===== src/rtl/rst_seq_ctrl.sv =====
// Reset sequencer: releases domain resets in index order behind a ready handshake,
// then serves soft/global re-reset requests. Define RST_SEQ_WDOG_EN for the ack-timeout watchdog.
module rst_seq_ctrl #(
    parameter int unsigned N_DOM    = 4,
    parameter int unsigned HOLD_CYC = 16,
    parameter int unsigned ACK_TMO  = 64,
    parameter int unsigned CNT_W    = 16
) (
    input  logic             clk,
    input  logic             rst_n,
    input  logic             global_rst_req_i,
    input  logic [N_DOM-1:0] soft_rst_req_i,
    input  logic [N_DOM-1:0] dom_ready_ack_i,
    output logic [N_DOM-1:0] dom_rst_n_o,
    output logic             seq_busy_o,
    output logic             seq_done_o,
    output logic             err_timeout_o,
    output logic [2:0]       err_dom_o
);

    localparam int unsigned IDX_W   = (N_DOM > 1) ? $clog2(N_DOM) : 1;
    localparam int unsigned MAX_CYC = (HOLD_CYC > ACK_TMO) ? HOLD_CYC : ACK_TMO;

    localparam logic [CNT_W-1:0] CNT_MAX   = CNT_W'(MAX_CYC - 1);
    localparam logic [CNT_W-1:0] HOLD_LAST = CNT_W'(HOLD_CYC - 1);
    localparam logic [IDX_W-1:0] IDX_LAST  = IDX_W'(N_DOM - 1);

    typedef enum logic [2:0] {
        ST_ASSERT_ALL = 3'd0,
        ST_WAIT_ACK   = 3'd1,
        ST_RUN        = 3'd2,
        ST_SOFT_HOLD  = 3'd3,
        ST_SOFT_ACK   = 3'd4
    } state_e;

    state_e           state_q, state_d;
    logic [CNT_W-1:0] cnt_q, cnt_d, cnt_inc;
    logic [IDX_W-1:0] idx_q, idx_d, idx_nxt, sel;
    logic [N_DOM-1:0] pending_q, pending_d;
    logic [N_DOM-1:0] dom_rst_n_q, dom_rst_n_d;
    logic             seq_busy_q, seq_busy_d;
    logic             seq_done_q, seq_done_d;
    logic             tmo;
    logic             ack_go;

    // Saturating counter keeps long ack waits from wrapping back into range.
    assign cnt_inc = (cnt_q == CNT_MAX) ? cnt_q : cnt_q + CNT_W'(1);
    assign idx_nxt = idx_q + IDX_W'(1);

    // Lowest-index pending soft request wins.
    always_comb begin
        sel = '0;
        for (int i = N_DOM - 1; i >= 0; i--) begin
            if (pending_q[i]) begin
                sel = IDX_W'(i);
            end
        end
    end

`ifdef RST_SEQ_WDOG_EN
    localparam logic [CNT_W-1:0] TMO_LAST = CNT_W'(ACK_TMO - 1);

    logic       err_timeout_q, err_timeout_d;
    logic [2:0] err_dom_q, err_dom_d;

    assign tmo = (cnt_q == TMO_LAST) && !dom_ready_ack_i[idx_q];

    always_comb begin
        err_timeout_d = err_timeout_q;
        err_dom_d     = err_dom_q;
        if (tmo && !global_rst_req_i &&
            (state_q == ST_WAIT_ACK || state_q == ST_SOFT_ACK)) begin
            err_timeout_d = 1'b1;
            err_dom_d     = 3'(idx_q);
        end
    end

    // Error flags survive global re-sequencing; only rst_n clears them.
    always_ff @(posedge clk or negedge rst_n) begin
        if (!rst_n) begin
            err_timeout_q <= 1'b0;
            err_dom_q     <= 3'd0;
        end else begin
            err_timeout_q <= err_timeout_d;
            err_dom_q     <= err_dom_d;
        end
    end

    assign err_timeout_o = err_timeout_q;
    assign err_dom_o     = err_dom_q;
`else
    assign tmo           = 1'b0;
    assign err_timeout_o = 1'b0;
    assign err_dom_o     = 3'd0;
`endif

    // A timeout is treated exactly like a late ack.
    assign ack_go = dom_ready_ack_i[idx_q] | tmo;

    always_comb begin
        state_d     = state_q;
        cnt_d       = cnt_inc;
        idx_d       = idx_q;
        dom_rst_n_d = dom_rst_n_q;
        pending_d   = pending_q | soft_rst_req_i;

        case (state_q)
            ST_ASSERT_ALL: begin
                dom_rst_n_d = '0;
                if (cnt_q == HOLD_LAST) begin
                    dom_rst_n_d = N_DOM'(1);
                    idx_d       = '0;
                    cnt_d       = '0;
                    state_d     = ST_WAIT_ACK;
                end
            end
            ST_WAIT_ACK: begin
                if (ack_go) begin
                    cnt_d = '0;
                    if (idx_q == IDX_LAST) begin
                        state_d = ST_RUN;
                    end else begin
                        dom_rst_n_d[idx_nxt] = 1'b1;
                        idx_d                = idx_nxt;
                    end
                end
            end
            ST_RUN: begin
                cnt_d = '0;
                if (pending_q != '0) begin
                    pending_d[sel]   = soft_rst_req_i[sel];
                    dom_rst_n_d[sel] = 1'b0;
                    idx_d            = sel;
                    state_d          = ST_SOFT_HOLD;
                end
            end
            ST_SOFT_HOLD: begin
                if (cnt_q == HOLD_LAST) begin
                    dom_rst_n_d[idx_q] = 1'b1;
                    cnt_d              = '0;
                    state_d            = ST_SOFT_ACK;
                end
            end
            ST_SOFT_ACK: begin
                if (ack_go) begin
                    cnt_d   = '0;
                    state_d = ST_RUN;
                end
            end
            default: begin
                dom_rst_n_d = '0;
                cnt_d       = '0;
                idx_d       = '0;
                state_d     = ST_ASSERT_ALL;
            end
        endcase

        // Global request overrides everything and drops same-cycle soft requests.
        if (global_rst_req_i) begin
            state_d     = ST_ASSERT_ALL;
            cnt_d       = '0;
            idx_d       = '0;
            dom_rst_n_d = '0;
            pending_d   = '0;
        end

        seq_busy_d = (state_d != ST_RUN);
        seq_done_d = (state_d == ST_RUN);
    end

    always_ff @(posedge clk or negedge rst_n) begin
        if (!rst_n) begin
            state_q     <= ST_ASSERT_ALL;
            cnt_q       <= '0;
            idx_q       <= '0;
            pending_q   <= '0;
            dom_rst_n_q <= '0;
            seq_busy_q  <= 1'b1;
            seq_done_q  <= 1'b0;
        end else begin
            state_q     <= state_d;
            cnt_q       <= cnt_d;
            idx_q       <= idx_d;
            pending_q   <= pending_d;
            dom_rst_n_q <= dom_rst_n_d;
            seq_busy_q  <= seq_busy_d;
            seq_done_q  <= seq_done_d;
        end
    end

    assign dom_rst_n_o = dom_rst_n_q;
    assign seq_busy_o  = seq_busy_q;
    assign seq_done_o  = seq_done_q;

endmodule


===== config.mk =====
export PLATFORM = sky130hd
export DESIGN_NAME = rst_seq_ctrl
export DESIGN_NICKNAME = d
export VERILOG_FILES = /design/src/rtl/rst_seq_ctrl.sv
export SDC_FILE = /design/constraint.sdc
export NUM_CORES = 1
export LEC_CHECK = 0
export CAP_MARGIN = 15
export CORE_MARGIN = 3
export CORE_UTILIZATION = 56
export CTS_CLUSTER_SIZE = 40
export DETAILED_ROUTE_END_ITERATION = 16
export PLACE_DENSITY = 0.83
export RECOVER_POWER = 100
export SLEW_MARGIN = 20
export SYNTH_ARGS = -nofsm -noshare
export SYNTH_HDL_FRONTEND = slang
export SYNTH_SLANG_ARGS = --single-unit

===== constraint.sdc =====
create_clock -name clk -period 2.4 [get_ports clk]
set_clock_uncertainty 0.1 [all_clocks]
set_input_delay 0.72 -clock clk [delete_from_list [all_inputs] [get_ports clk]]
set_output_delay 0.72 -clock clk [all_outputs]
set_load 0.005 [all_outputs]

==> metrics.md <==
| Metric | Value |
|---|---|
| Run status | finished clean |
| Critical Path AT | 2.45 ns |
| Worst reg-to-reg setup slack | 0.12 ns |
| Rel. slew slack | 51.5% |
| Critical Path RT | 2.55 ns |
| Most common cell in the netlist | dfrtp_1 |
| Core area | 3390 um^2 |
| Residual DRC | 0 |
| Fillers | 256 |
| Yosys cell types | 48 |
| Hold Vio Cnt, Final | 0 |
| Hold EP | dom_rst_n_o[0]$_DFFE_PN0P_ |
| Post-Syn Instances | 220 |
| EDFF count, synth | 0 |
| Final setup vio count | 0 |
| Worst-path clk slew | 0.10 ns |
| Layout area overhead | 17.4% |
| Sw Share | 22.2% |
| CP Launch Type | input port |
| Worst slew pin tran | 0.718 ns |
| Total gr overflow | 0 |
| Worst Hold Launch | dom_rst_n_o[0]$_DFFE_PN0P_ |
| Register area share after synthesis | 39.1% |
| Clock power frac | 40.6% |
| First-pass GRT wire length | 6420 um |
| Top cells by count, synth | 30 x dfrtp_1, 24 x nor2_1, 18 x nand2_1 |
| H-tree depth | 2 |
| Clk sink count | 31 |
| Post-route setup slack | 0.102 ns |
| CTS tree | built |
| CTS buffer count | 5 |
| Final period utilization | 95.7% |
| Vias per cell | 5.52 |
| Pint | 814 uW |
| Mapped Avg Cell Area | 9.04 um^2 |
| Logic gate share of total power | 7.7% |
| Largest net degree at the start of global routing | 32 |
| DR iter-0 viols | 82 |
| Final hold slack | 0.413 ns |
| Gates resized, CTS repair | 0 |
| Synth async-reset ratio | 100% |
| Reg2reg start | cnt_q[5]$_DFF_PN0_ |
| Critical R2R Capture | idx_q[1]$_DFFE_PN0P_ |
| Final std cells w/o fill | 296 |
| Row cnt | 21 |
| Pre-CTS setup slack | -0.503 ns |
| Crit path kind | input port to flip-flop |
| Final Critical Period | 2.30 ns |
| CP Max Fanout | 9 |
| Final core occ | 68.9% |
| Reg power frac | 51.6% |
| Die height | 65.6 um |
| Slowest stage delay, CP | 0.50 ns |
| PD cells | 448 nW/um^2 |
| GRT Total Usage | 19.5% |
| Vias in the first global route | 1,451 |
| Cells after DPL | 286 |
| Leak | 0.957 nW |
| Vias | 1,634 |
| Slew Viols, Final | 0 |
| Final WL | 3840 um |
| Post-synthesis cell area | 1990 um^2 |
| Drt wl/cell | 13.0 um |
| Synth area leader | dfrtp_1 |
| Area contributors post-synth | dfrtp_1 38%, xnor2_1 4.8%, nor2_1 4.5%, mux2i_1 3.5%, nand2_1 3.4% |
| Chip width | 65.6 um |
| Worst hold path class | flip-flop to flip-flop |
| Initial Util | 58.7% |
| Worst setup EP type | flip-flop |
| Worst path cell trace | clkdlybuf4s50_1 -> mux4_2 -> nand3b_1 -> nor2_1 -> a311oi_4 -> buf_4 -> nor3_1 |
| # IOs | 21 |
| GPL Wtd Cong | 0.848 |
| Synth Warn # | 0 |
| Clock Path Buffers | 2 |
| Register Area | 777 um^2 |
| Antenna-violating nets left | 0 |
| Hold-critical path depth | 2 |
| Worst skew pair latency | 0.33 ns |
| Area occupied by multi-input gates | 1100 um^2 |
| Post-CTS Hold Fix Bufs | 0 |
| Synth top area share | 37.7% |
| Diodes inserted | 0 |
| Max VDD drop | 0.409 mV |
| Unrepaired setup endpoints after global routing | false |
| Initial antenna violation count | 0 |
| Share of cells above drive strength 1 | 17.2% |
| Post-DP HPWL | 2860 um |
| Worst path slowest cell | mux4_2 |
| Yosys reg bits | 31 |
| Nets | 265 |
| Setup Fix Bufs, Post-CTS | 2 |
| Max-cap violations | 0 |
| I/O Buffers | 16 |
| Clk root buf | clkbuf_4 |
| Worst R2R Path Depth | 5 |
| Router iterations before antenna repair | 5 |
| Top_reg_cell synth | dfrtp_1 |
| Die area | 4300 um^2 |
| Maximum clock frequency | 435 MHz |
| Net Sw Power | 233 uW |
[sequential cells by signal, summed over array words and instances, names as in the netlist]
register / cells
seq_done_o: 1
idx_q: 2
cnt_q: 16
dom_rst_n_o: 4
seq_busy_o: 1
state_q: 3
pending_q: 4
[how the worst max path moves through the flow]
stage	to	from	cells past startpoint
after global placement	cnt_q[6]$_DFF_PN0_	dom_ready_ack_i[1]	6
after floorplan	cnt_q[4]$_DFF_PN0_	dom_ready_ack_i[3]	6
after global routing	idx_q[1]$_DFFE_PN0P_	cnt_q[5]$_DFF_PN0_	5
after CTS	cnt_q[6]$_DFF_PN0_	dom_ready_ack_i[3]	7
after detailed placement	cnt_q[6]$_DFF_PN0_	dom_ready_ack_i[3]	6
final	cnt_q[6]$_DFF_PN0_	dom_ready_ack_i[3]	7
[cell usage in the layout, fill, tap and decap left out, drive strengths merged, types with 6 or more instances in the layout]
cell,netlist,layout
nor2,34,34
dfrtp,30,30
nand2,18,18
a21oi,13,13
buf,7,13
inv,11,11
xnor2,11,11
nand3,9,9
clkdlybuf4s50,0,9
clkbuf,6,9
o21ai,8,8
nor3,8,8
mux2i,7,7
dlygate4sd3,0,7
nor4,6,6
[metal layers]
layer | GRT usage (%) | wire (um) | up-vias
met2 | 30.5 | 1820 | 39
met3 | 4.96 | 180 | 5
met1 | 25.7 | 1790 | 767
met5 | 0 | 0 | -
li1 | - | - | 823
met4 | 8.29 | 43 | 0
[through the flow]
step           TNS [ns]  total power, mW  cell area (um^2)
2_1_floorplan         0            0.594              2000
3_5_place_dp      -8.28            0.631              2250
3_3_place_gp      -7.47            0.629              2250
5_1_grt               0             1.09              2340
6_report              0             1.05              2340
4_1_cts               0             1.06              2350
[kinds of logic (layout without fill, tap and decap cells)]
kind of cell    after synthesis  after routing  synth area share, %
other cells                   1              4                0.188
fa+ha+maj                     5              5                 3.14
flops                        31             31                 39.1
compound gates               42             42                 14.4
xor+xnor                     13             13                 5.72
mux                           8              8                 4.65
buf+inv                      24             51                 5.79
simple gates                 96             96                 27.0
[critical path, delay by kind of cell]
kind / cells / cell delay, ns
buffers and inverters: 2 / 0.60
AND/OR/NAND/NOR: 3 / 0.59
multiplexers: 1 / 0.50
AO/OA/AOI/OAI: 1 / 0.05
[power by group through the flow]
stage | clock network [mW] | logic (mW) | registers, mW
after global routing | 0.458 | 0.0900 | 0.542
final | 0.425 | 0.0811 | 0.541
after CTS | 0.435 | 0.0838 | 0.540
after detailed placement | 0 | 0.0802 | 0.551
after global placement | 0 | 0.0787 | 0.550
after floorplan | 0 | 0.0458 | 0.548
[area by class of cell]
type,count,area share (%)
multi-input cells,168,47.0
flip-flops and latches,31,33.3
repair buffers,32,11.8
clock buffers,6,2.20
well taps,46,2.46
inverters,11,1.77
clock inverters,2,1.50
Note: power is estimated with default switching activity, not from simulation.
